$ cat src/rtl/fetch_unit_pkg.sv
// Shared definitions for the instruction-fetch stage: word width, the NOP
// bubble encoding and the request state encoding.
package fetch_unit_pkg;

  localparam int WORD_W = 16;

  typedef logic [WORD_W-1:0] word_t;

  // Bubble driven toward IF/ID whenever no real instruction is held.
  localparam word_t NOP_INSTR = 16'h0800;

  // IDLE: nothing outstanding.
  // WAIT: request outstanding, returned data will be kept.
  // DROP: request outstanding, returned data will be thrown away
  //       (a redirect arrived while it was in flight).
  typedef enum logic [1:0] {
    IDLE = 2'd0,
    WAIT = 2'd1,
    DROP = 2'd2
  } state_t;

endpackage

$ cat src/rtl/fetch_unit_if.sv
// Instruction SRAM port shared between the fetch stage (master) and the
// SRAM controller (slave).
//
// Handshake: imemReq is a request that, once raised, stays high with
// imemAddr unchanged until the cycle imemReady is seen; that cycle is the
// transfer and imemData is valid in it. imemReady may come in the same
// cycle imemReq rises. imemReady while imemReq is low carries no meaning.
interface fetch_unit_if;

  logic                  imemReq;
  fetch_unit_pkg::word_t imemAddr;
  logic                  imemReady;
  fetch_unit_pkg::word_t imemData;

  modport master (
    output imemReq,
    output imemAddr,
    input  imemReady,
    input  imemData
  );

  modport slave (
    input  imemReq,
    input  imemAddr,
    output imemReady,
    output imemData
  );

endinterface

$ cat src/rtl/fetch_unit.sv
// Instruction-fetch stage: owns the PC, fetches over the shared SRAM port
// and holds one instruction for the IF/ID register. Redirects from branch
// resolution take priority over everything and discard in-flight fetches.
module fetch_unit
  import fetch_unit_pkg::*;
#(
  parameter word_t RESET_PC = 16'h0000
) (
  input  logic                CLK,
  input  logic                RST,
  input  logic                freeze,
  input  logic                branchTaken,
  input  word_t               branchTarget,
  input  logic                memBusy,
  fetch_unit_if.master        imem,
  output word_t               instructionOut,
  output word_t               PCOut,
  output logic                validOut,
  output state_t              fsm_state
);

  state_t state;
  state_t state_next;
  word_t  pc;
  word_t  req_addr;
  logic   issue;
  logic   accept;

  assign fsm_state = state;

  // Next-state, request drive and accept decision.
  // A new request only starts from IDLE when the SRAM is free, no redirect
  // is arriving and the output slot is empty or being consumed this cycle.
  // Once outstanding, the request is held on req_addr until ready.
  always_comb begin
    state_next    = state;
    issue         = 1'b0;
    accept        = 1'b0;
    imem.imemReq  = 1'b0;
    imem.imemAddr = pc;
    case (state)
      IDLE: begin
        issue        = !memBusy && !branchTaken && (!validOut || !freeze);
        imem.imemReq = issue;
        if (issue) begin
          if (imem.imemReady) begin
            accept = 1'b1;
          end else begin
            state_next = WAIT;
          end
        end
      end
      WAIT: begin
        imem.imemReq  = 1'b1;
        imem.imemAddr = req_addr;
        if (imem.imemReady) begin
          // A redirect in the same cycle wins; the data is dropped.
          accept     = !branchTaken;
          state_next = IDLE;
        end else if (branchTaken) begin
          state_next = DROP;
        end
      end
      DROP: begin
        imem.imemReq  = 1'b1;
        imem.imemAddr = req_addr;
        if (imem.imemReady) begin
          state_next = IDLE;
        end
      end
      default: begin
        state_next = IDLE;
      end
    endcase
  end

  // State register.
  always_ff @(posedge CLK) begin
    if (RST) begin
      state <= IDLE;
    end else begin
      state <= state_next;
    end
  end

  // Program counter and captured request address.
  always_ff @(posedge CLK) begin
    if (RST) begin
      pc       <= RESET_PC;
      req_addr <= RESET_PC;
    end else begin
      if (branchTaken) begin
        pc <= branchTarget;
      end else if (accept) begin
        pc <= pc + 16'd1;
      end
      if (issue) begin
        req_addr <= pc;
      end
    end
  end

  // IF/ID-facing output registers: redirect flushes, accept loads,
  // consumption without a replacement inserts a bubble, freeze holds.
  always_ff @(posedge CLK) begin
    if (RST) begin
      instructionOut <= NOP_INSTR;
      PCOut          <= 16'h0000;
      validOut       <= 1'b0;
    end else if (branchTaken) begin
      instructionOut <= NOP_INSTR;
      validOut       <= 1'b0;
    end else if (accept) begin
      instructionOut <= imem.imemData;
      PCOut          <= imem.imemAddr + 16'd1;
      validOut       <= 1'b1;
    end else if (!freeze) begin
      instructionOut <= NOP_INSTR;
      validOut       <= 1'b0;
    end
  end

endmodule

$ cat src/flat_wrapper.sv
// flat-port wrapper written by rule: the top's interface ports become plain ports
module fetch_unit_flat import fetch_unit_pkg::*;
#(
  parameter word_t RESET_PC = 16'h0000
)
  (CLK, RST, freeze, branchTaken, branchTarget, memBusy, instructionOut, PCOut, validOut, fsm_state, imem_imemReq, imem_imemAddr, imem_imemReady, imem_imemData);
  fetch_unit_if imem_i ();
  input  logic CLK;
  input  logic RST;
  input  logic freeze;
  input  logic branchTaken;
  input  word_t branchTarget;
  input  logic memBusy;
  output word_t instructionOut;
  output word_t PCOut;
  output logic validOut;
  output state_t fsm_state;
  output wire logic [$bits(imem_i.imemReq)-1:0] imem_imemReq;
  output wire logic [$bits(imem_i.imemAddr)-1:0] imem_imemAddr;
  input wire logic [$bits(imem_i.imemReady)-1:0] imem_imemReady;
  input wire logic [$bits(imem_i.imemData)-1:0] imem_imemData;
  assign imem_imemReq = imem_i.imemReq;
  assign imem_imemAddr = imem_i.imemAddr;
  assign imem_i.imemReady = imem_imemReady;
  assign imem_i.imemData = imem_imemData;
  fetch_unit #(.RESET_PC(RESET_PC)) u_core (.CLK(CLK), .RST(RST), .freeze(freeze), .branchTaken(branchTaken), .branchTarget(branchTarget), .memBusy(memBusy), .imem(imem_i), .instructionOut(instructionOut), .PCOut(PCOut), .validOut(validOut), .fsm_state(fsm_state));
endmodule
$ cat config.mk
export PLATFORM = sky130hd
export DESIGN_NAME = fetch_unit_flat
export DESIGN_NICKNAME = d
export VERILOG_FILES = /design/src/rtl/fetch_unit_pkg.sv /design/src/rtl/fetch_unit_if.sv /design/src/rtl/fetch_unit.sv /design/src/flat_wrapper.sv
export SDC_FILE = /design/constraint.sdc
export NUM_CORES = 1
export LEC_CHECK = 0
export ABC_CLOCK_PERIOD_IN_PS = 5100
export CAP_MARGIN = 15
export CORE_MARGIN = 8
export CORE_UTILIZATION = 50
export CTS_CLUSTER_SIZE = 25
export DETAILED_ROUTE_END_ITERATION = 6
export GPL_ROUTABILITY_DRIVEN = 0
export PLACE_DENSITY_LB_ADDON = 0.25
export SETUP_SLACK_MARGIN = 0.4
export SLEW_MARGIN = 20
export SYNTH_ARGS = -nofsm -noshare
export SYNTH_HDL_FRONTEND = slang
export SYNTH_SLANG_ARGS = --single-unit
$ cat constraint.sdc
create_clock -name CLK -period 5.1 [get_ports CLK]
set_input_delay 0.765 -clock CLK [delete_from_list [all_inputs] [get_ports CLK]]
set_output_delay 0.765 -clock CLK [all_outputs]
set_load 0.1 [all_outputs]
==> qor.yml <==
status: "completed"
fin_hold_ws_ns: 0.454
drv_slew: 0
slew_headroom_pct: 32.0
final_cells: 569
slowest_stage: "clkdlybuf4s50_1"
hp-class: "register to register"
fin_crit_ns: 4.13
cp.depth: 5
ys_types: 47
critPathArrivalTime_ns: 3.36
post_cts_buffers: 0
hold_buffers: 0
antennaDiodeCount: 0
dp.cells: 553
min_path_cells: 2
crit_path_end_kind: "output pin"
syn_to_final_growth_pct: 34.6
first_iter_violations: 182
cts_resized: 0
nets: 530
ff_latch_area_um2: 1340
seq_area_frac_synth_pct: 40.9
peakVddDrop_mv: 0.213
port_buffers: 89
start_util_pct: 51.7
core-area_um2: 6350
max_stage_delay_ns: 1.14
ys_ff_latch: 67
dieArea_um2: 9410
clock_latency_ns: 0.35
vias_per_cell: 5.66
p_leak_nw: 1.55
drc_errors: 0
routed_wl_um: 9320
reg2regPathDepth: 7
crit_path_frequent_cell: "inv_1"
fillerInstances: 525
vias: 3221
synth_area_um2: 3280
h-tree-depth: 3
final_cell_area_um2: 4420
clockBufferDepth: 2
cp-start-kind: "register"
path_cells: "inv_1 > ha_1 > mux2i_1 > inv_1 > clkdlybuf4s50_1"
dr.pass1.iters: 4
finClkSkew_ns: 0.00873
rsz0062_at_grt: "false"
grt_pass1_wl_um: 15200
path_delay_family: "buffers and inverters"
antenna_found_initial: 0
dp_slack_ns: 1.34
syn_inst: 408
path_max_fanout: 28
ant_nets: 0
fp-row-count: 29
clkSinkCount: 67
grt_overflow: 0
path_class: "register to output pin"
io_pins: 90
grt_use_total_pct: 19.4
yosys_warnings: 0
grt_max_degree: 51
post-route-util_pct: 69.6
wl_per_cell_um: 16.4
grt_pass1_vias: 3030
die_x_um: 97.0
cp_data_required_time_ns: 4.34
root_buffer: "clkbuf_8"
cts_tree: "yes"
worst_pin_slew_ns: 1.02
place_area_um2: 4180
fin_ws_ns: 0.973
dp_hpwl_um: 6690
setup_tns_ns: 0
syn_nets: 451
finalSetupViolCount: 0
multiInputGateArea_um2: 1760
max_cap_violations: 0
crit_buf_inv: 3
finalCritPeriodShare_pct: 80.9
dieHeight_um: 97.0
drive_gt1_share_pct: 8.74
syn_avg_cell_area_um2: 8.04
cts.clk_slew.worst_paths_ns: 0.08
hold_viol: 0
cts_inserted_buffers: 9
max_freq_ghz: 0.242
powerDensity_nw_per_um2: 313
finalPower_mw: 1.38
[synth_stat cells (all sizes together)]
cell type	number	area (µm²)
nand2	73	277
dfxtp	67	1340
a21oi	44	224
nor2	32	120
nand3	30	150
a211oi	15	113
buf	15	91.3
nand4	13	81.3
clkbuf	12	45.0
inv	12	45.0
mux2	12	135
xor2	10	87.6
xnor2	9	78.8
o21ai	7	35.0
nor3	6	30.0
ha	5	62.6
mux2i	5	50.1
nand3b	5	37.5
a31o	3	26.3
and3	3	18.8
nor3b	3	22.5
a22oi	2	15.0
a31oi	2	12.5
and2	2	12.5
nand4b	2	17.5
nor4	2	18.8
or3	2	12.5
a21o	1	7.51
a22o	1	8.76
a311o	1	10.0
a311oi	1	8.76
a32o	1	10.0
a41o	1	10.0
and4	1	8.76
clkinv	1	3.75
nand2b	1	6.26
o211ai	1	7.51
o21bai	1	7.51
o221a	1	11.3
o22ai	1	6.26
o2bb2ai	1	8.76
or2	1	6.26
[placed cells by master (no fill, tap or decap), drive strengths merged, types with 3 or more instances in the layout]
cell and count:
clkdlybuf4s50 88, nand2 73, dfxtp 67, a21oi 44, nor2 32, nand3 30, a211oi 15, nand4 13
clkbuf 13, mux2 12, inv 12, xor2 10, xnor2 9, buf 7, o21ai 7, nor3 6
mux2i 5, nand3b 5, ha 5, a31o 3, nor3b 3, and3 3
[registers in the layout (all words and copies together), names as in the netlist]
signal,cells
u_core.fsm_state,2
u_core.pc,16
u_core.PCOut,16
u_core.instructionOut,16
u_core.validOut,1
u_core.req_addr,16
[path summary, 6_finish.rpt]
path | start | end | slack [ns]
min | u_core.PCOut[8] | u_core.PCOut[8] | 0.45
max | u_core.fsm_state[0] | imem_imemAddr[0] | 0.97
min reg2reg | u_core.PCOut[8] | u_core.PCOut[8] | 0.45
max reg2reg | u_core.fsm_state[0] | u_core.PCOut[13] | 1.66
[where the power goes]
part / leakage [nW] / switching, mW / internal [mW] / total (mW)
clock network: 0.120 / 0.205 / 0.317 / 0.521
logic: 0.889 / 0.204 / 0.0920 / 0.297
registers: 0.546 / 0.0246 / 0.542 / 0.567
[metal layers]
layer | track usage, % | vias up | part of all wire [%]
met5 | 0 | - | 0
met4 | 5.68 | 0 | 1.4
met2 | 32.5 | 103 | 49
li1 | - | 1584 | -
met3 | 5.55 | 12 | 6.3
met1 | 23.6 | 1522 | 43
[cell families (layout without fill, tap and decap cells)]
group,count (synthesis),count (layout),share of synthesized area [%]
adders and majority gates,5,5,1.91
and+or+nand+nor,176,176,25.0
DFF,67,67,40.9
AOI/OAI and AO/OA,84,84,15.9
xor gates and xnor gates,19,19,5.07
buffers and inverters,40,124,5.64
muxes,17,17,5.64
[worst reg2reg max path, stage by stage (launching register included)]
cell and delay, ns:
dfxtp_1 0.42, inv_1 0.09, ha_1 0.95, nand3_1 0.19
a22oi_1 0.78, nand4_1 0.31, and4_1 0.29, a311o_1 0.30
[layout make-up]
cell class                 count  area share (%)
sequential                    67            30.4
timing repair buffer          95            21.1
clock inverter                 3            1.56
clock buffer                  13            3.82
tap                           77            2.18
inverter                      13            1.10
multi-input combinational    301            39.8
(Power assumes the default switching activity.)
